--- src/rtl/fifo_enq_arbiter.sv ---
// Round-robin arbiter that lets one of NREQ requesters at a time burst
// payload beats into a shared FIFO, tagging every word with the requester id.
// A grant ends on the requester's last beat, after BURST beats, or after
// STALL_MAX consecutive cycles in which the granted requester has no data.

// Per-requester datapath slice: gates ready/enqueue/payload by the grant.
module fifo_enq_arbiter_lane #(
  parameter int DSIZE = 11
) (
  input  logic             sel,
  input  logic             full_n,
  input  logic             valid,
  input  logic [DSIZE-1:0] data,
  output logic             ready,
  output logic             enq,
  output logic [DSIZE-1:0] payload
);

  // Only the granted lane may see ready or contribute to the FIFO word.
  assign ready   = sel & full_n;
  assign enq     = sel & valid & full_n;
  assign payload = sel ? data : '0;

endmodule

module fifo_enq_arbiter #(
  parameter int DSIZE     = 11,
  parameter int NREQ      = 4,
  parameter int BURST     = 4,
  parameter int STALL_MAX = 8,
  localparam int IDW      = $clog2(NREQ)
) (
  input  logic                  clk,
  input  logic                  rst,
  input  logic [NREQ-1:0]       req_valid,
  input  logic [NREQ*DSIZE-1:0] req_data,
  input  logic [NREQ-1:0]       req_last,
  output logic [NREQ-1:0]       req_ready,
  input  logic                  fifo_full_n,
  output logic                  fifo_enq,
  output logic [DSIZE+IDW-1:0]  fifo_din,
  output logic [IDW-1:0]        grant_id,
  output logic                  busy
);

  // Elaboration-time parameter sanity.
  if (NREQ < 2 || NREQ > 8 || (NREQ & (NREQ - 1)) != 0) begin : g_bad_nreq
    $error("NREQ must be a power of two in 2..8");
  end
  if (BURST < 1 || BURST > 16) begin : g_bad_burst
    $error("BURST must be in 1..16");
  end
  if (STALL_MAX < 1 || STALL_MAX > 255) begin : g_bad_stall
    $error("STALL_MAX must be in 1..255");
  end

  typedef enum logic {IDLE = 1'b0, GRANT = 1'b1} state_t;

  state_t          state, state_nxt;
  logic [IDW-1:0]  grant_nxt;
  logic [IDW-1:0]  last_ptr, last_ptr_nxt;
  logic [3:0]      beat_cnt, beat_nxt;
  logic [7:0]      stall_cnt, stall_nxt;

  logic [IDW-1:0]  pick, scan;
  logic            pick_ok;
  logic            active;
  logic            cur_valid, cur_last;
  logic [4:0]      beat_inc;
  logic [8:0]      stall_inc;

  logic [NREQ-1:0]             lane_sel, lane_enq;
  logic [NREQ-1:0][DSIZE-1:0]  data_vec, lane_payload;
  logic [DSIZE-1:0]            payload_mux;

  // Outputs are forced quiet while reset is asserted so an aborted burst
  // cannot push one more word in the reset cycle itself.
  assign active    = (state == GRANT) & ~rst;
  assign busy      = (state == GRANT);
  assign data_vec  = req_data;
  assign cur_valid = req_valid[grant_id];
  assign cur_last  = req_last[grant_id];
  assign beat_inc  = {1'b0, beat_cnt} + 5'd1;
  assign stall_inc = {1'b0, stall_cnt} + 9'd1;

  for (genvar i = 0; i < NREQ; i++) begin : g_lane
    assign lane_sel[i] = active & (grant_id == IDW'(i));
    fifo_enq_arbiter_lane #(.DSIZE(DSIZE)) u_lane (
      .sel     (lane_sel[i]),
      .full_n  (fifo_full_n),
      .valid   (req_valid[i]),
      .data    (data_vec[i]),
      .ready   (req_ready[i]),
      .enq     (lane_enq[i]),
      .payload (lane_payload[i])
    );
  end

  // At most one lane is selected, so OR-reduction acts as the payload mux.
  always_comb begin
    payload_mux = '0;
    for (int i = 0; i < NREQ; i++) payload_mux = payload_mux | lane_payload[i];
  end

  assign fifo_enq = |lane_enq;
  assign fifo_din = active ? {grant_id, payload_mux} : '0;

  // Round-robin search starting just after the last released requester;
  // scanning farthest-first lets the nearest valid requester win.
  always_comb begin
    pick    = last_ptr;
    pick_ok = 1'b0;
    scan    = '0;
    for (int k = NREQ; k >= 1; k--) begin
      scan = last_ptr + IDW'(k);
      if (req_valid[scan]) begin
        pick    = scan;
        pick_ok = 1'b1;
      end
    end
  end

  // Next-state: arbitrate in IDLE; count beats/stalls and decide release in GRANT.
  always_comb begin
    state_nxt    = state;
    grant_nxt    = grant_id;
    last_ptr_nxt = last_ptr;
    beat_nxt     = beat_cnt;
    stall_nxt    = stall_cnt;
    case (state)
      IDLE: begin
        if (pick_ok) begin
          state_nxt = GRANT;
          grant_nxt = pick;
          beat_nxt  = '0;
          stall_nxt = '0;
        end
      end
      GRANT: begin
        if (fifo_enq) begin
          beat_nxt  = beat_inc[3:0];
          stall_nxt = '0;
          if (cur_last || beat_inc == 5'(BURST)) begin
            state_nxt    = IDLE;
            last_ptr_nxt = grant_id;
          end
        end else if (cur_valid) begin
          // Data present but FIFO full: backpressure, not a stall.
          stall_nxt = '0;
        end else if (stall_inc >= 9'(STALL_MAX)) begin
          state_nxt    = IDLE;
          last_ptr_nxt = grant_id;
          stall_nxt    = '0;
        end else begin
          stall_nxt = stall_inc[7:0];
        end
      end
      default: state_nxt = IDLE;
    endcase
  end

  // State register; reset leaves requester 0 first in round-robin order.
  always_ff @(posedge clk) begin
    if (rst) begin
      state     <= IDLE;
      grant_id  <= '0;
      last_ptr  <= IDW'(NREQ - 1);
      beat_cnt  <= '0;
      stall_cnt <= '0;
    end else begin
      state     <= state_nxt;
      grant_id  <= grant_nxt;
      last_ptr  <= last_ptr_nxt;
      beat_cnt  <= beat_nxt;
      stall_cnt <= stall_nxt;
    end
  end

endmodule

--- config.mk ---
export PLATFORM = sky130hd
export DESIGN_NAME = fifo_enq_arbiter
export DESIGN_NICKNAME = d
export VERILOG_FILES = /design/src/rtl/fifo_enq_arbiter.sv
export SDC_FILE = /design/constraint.sdc
export NUM_CORES = 1
export LEC_CHECK = 0
export BUFFER_PORTS_ARGS = -buffer_cell sky130_fd_sc_hd__buf_4
export CORE_MARGIN = 2
export CORE_UTILIZATION = 45
export CTS_BUF_LIST = sky130_fd_sc_hd__clkbuf_8
export CTS_CLUSTER_DIAMETER = 120
export DETAILED_ROUTE_END_ITERATION = 8
export GPL_ROUTABILITY_DRIVEN = 0
export PLACE_DENSITY_LB_ADDON = 0.1
export SYNTH_ARGS = -nofsm -noshare
export SYNTH_HDL_FRONTEND = slang
export SYNTH_SLANG_ARGS = --single-unit
--- constraint.sdc ---
create_clock -name clk -period 3.75 [get_ports clk]
set_input_delay 0.75 -clock clk [delete_from_list [all_inputs] [get_ports clk]]
set_output_delay 0.75 -clock clk [all_outputs]
set_load 0.02 [all_outputs]
==> results.cfg <==
[synthesis]
ys_ff_latch = 17
synth_top_family_by_area = compound AO/OA/AOI/OAI gates
synth_top_cell_area_share_pct = 27.4
synthCells = 138
synth_area_leader_cell = dfxtp_1
synth_area_leaders = dfxtp_1 (27%), a221o_1 (8.9%), a22o_1 (7.8%), and2_1 (5.5%), nor2_1 (4.8%)
synth-simple-area-share_pct = 26.9
synth_enable_flop_cells = 0
synth_fp_nets = 196
synth_xor_area_share_pct = 0.706
yosysUniqueCellTypes = 38
ys.flop_type = dfxtp_1
yosysWarnings = 0
yosysSeqAreaShare_pct = 27.4
synth_fa_ha_area_share_pct = 3.02
avgSynthCellArea_um2 = 8.99
synthMostInstantiatedCell = dfxtp_1
ys_async_sr_fraction_pct = 0
syn-cell-area_mm2 = 0.00124
synthTopCellsByCount = dfxtp_1 (17), nor2_1 (16), a221o_1 (11), a22o_1 (11), and2_1 (11)
synth_mux_area_share_pct = 7.06
synth_compound_area_share_pct = 28.8

[pwr]
vdd_ir_drop_max_mv = 0.277
p_per_area_mw_per_mm2 = 258
static-leakage-power_nw = 0.867
total_power_mw = 0.476

[worst_setup_path]
path_common_cell = buf_4
slowest_stage = and3_1
regToRegSetupSlack_ps = 1670
cp_slowest_stage_delay_ps = 480
required_ps = 3000
critPathArrivalTime_ps = 2180
worstSetupPathType = primary input to primary output
critPathBufInv = 2
path_cells = buf_4 > nor2b_1 > and3_1 > a22o_1 > a221o_1 > buf_4
path_delay_family = simple AND/OR/NAND/NOR gates
critPathLaunchType = primary input
critPathMaxFanout = 16
end_kind = primary output

[sta]
fin_skew_ps = 2.63
tns_ps = 0
worst_hold_slack_ps = 466
setup_viol = 0
slew_violations = 0
tightestPinTransition_ps = 560
rsz0062_at_grt = no
slew_headroom_pct = 62.3
post-route-period-util_pct = 78.2
period_needed_ps = 2930
timing.fmax_ghz = 0.341
finalHoldViolations = 0

[finish]
postLayoutCoreUtil_pct = 68.8
multi_input_area_um2 = 832
nets = 268
drive_gt1_share_pct = 44.5
fillCellCount = 246
syn2layout_area_growth_pct = 49.0
register_area_um2 = 340
antennaDiodeCount = 0

[clocking]
post-cts-setup-buffers = 0
cts_root_buf = clkbuf_8
cts.path.max_buffers = 2
cts_max_level = 1
clkLatencyLatePin_ps = 250
cts.sinks = 17
cts.repair.resized = 0
cts_inserted_buffers = 3
hold_buffers = 0
clk_pin_slew_ps = 60
cts_tree = built

[global_route]
gr-total-overflow = 0
grt_pass1_wl_um = 6000
grt_pass1_vias = 1329
grtUsageTotal_pct = 23.7
antenna_found_initial = 0
grt_max_degree = 17

[route]
avgRoutedWirePerCell_um = 15.2
dr.pass1.iters = 4
via_count = 1384
postRouteAntennaNets = 0
dr.first_iter.drc_count = 79
wl_um = 3650
via_per_inst = 5.77
route.detailed.drc = 0

[die]
die_area_mm2 = 0.00319
core_mm2 = 0.00269
initial_core_util_pct = 46.2
pin_count = 76
die_h_um = 56.5
fp.dieW_um = 56.5
core.rowCount = 19

[placement]
io_buffers = 75
detailed_place_hpwl_um = 2810

[min_path]
min_path_type = register to register

[run_status]
status = complete, no violations

[run]
max-cap-violations = 0
[area by class of cell]
class | instances | share of cell area (%)
sequential | 17 | 18.4
timing repair buffer | 78 | 31.7
inverter | 2 | 0.406
multi-input combinational | 108 | 45.0
tap | 31 | 2.10
clock inverter | 1 | 0.203
clock buffer | 3 | 2.23
[routing by layer]
layer | global-route usage [%] | part of all wire, %
met4 | 10.9 | 2.4
met1 | 30.4 | 42
met3 | 3.69 | 5.6
met2 | 38.7 | 50
met5 | 0 | 0
[worst reg2reg max path, stage by stage, from the launching register on]
cell and delay (ps):
dfxtp_1 540, mux4_2 670, nor3_2 270, mux2_2 370, o221ai_1 160
[registers in the layout, indices dropped and copies added, names as in the netlist]
| name | cells |
|---|---|
| beat_cnt | 4 |
| last_ptr | 2 |
| grant_id | 2 |
| busy | 1 |
| stall_cnt | 8 |
[logic make-up after synthesis]
logic type,Yosys count
and+or+nand+nor,54
AOI/OAI and AO/OA,44
DFF,17
buffers and inverters,13
muxes,6
adders and majority gates,3
xor gates and xnor gates,1
[stage by stage]
step	area, um2	worst slack [ps]	std cells
2_1_floorplan	1240	894	138
3_3_place_gp	1800	904	236
3_5_place_dp	1800	851	236
4_1_cts	1850	844	240
5_1_grt	1850	677	240
6_report	1850	816	240
[power by group]
part           switching (mW)  internal (mW)
Sequential            0.00861          0.185
Clock                  0.0609         0.0727
Combinational          0.0666         0.0826
[worst paths after layout]
check | startpoint | end | cells after the start
max | rst | fifo_din[10] | 6
min reg2reg | stall_cnt[6] | stall_cnt[6] | 1
max reg2reg | grant_id[0] | last_ptr[0] | 4
min | stall_cnt[6] | stall_cnt[6] | 1
[cell usage in the layout, fill, tap and decap left out, drive strengths merged]
master / count
nand4b: 1
o21a: 1
nand4: 2
nor3b: 1
dfxtp: 17
xor2: 1
a311oi: 2
or4: 1
and4b: 1
inv: 3
clkbuf: 3
mux2: 2
and3: 1
nor2: 16
nand3b: 3
o221ai: 1
o221a: 1
and2: 12
a22o: 11
a32oi: 1
a221o: 11
nor3: 3
mux2i: 2
nand2b: 3
nand3: 1
a22oi: 1
buf: 78
ha: 3
o21ai: 6
nor2b: 5
mux4: 2
a211oi: 1
nand2: 2
a21oi: 8
nor4: 2
No activity file was read; power rests on OpenSTA's default activity.
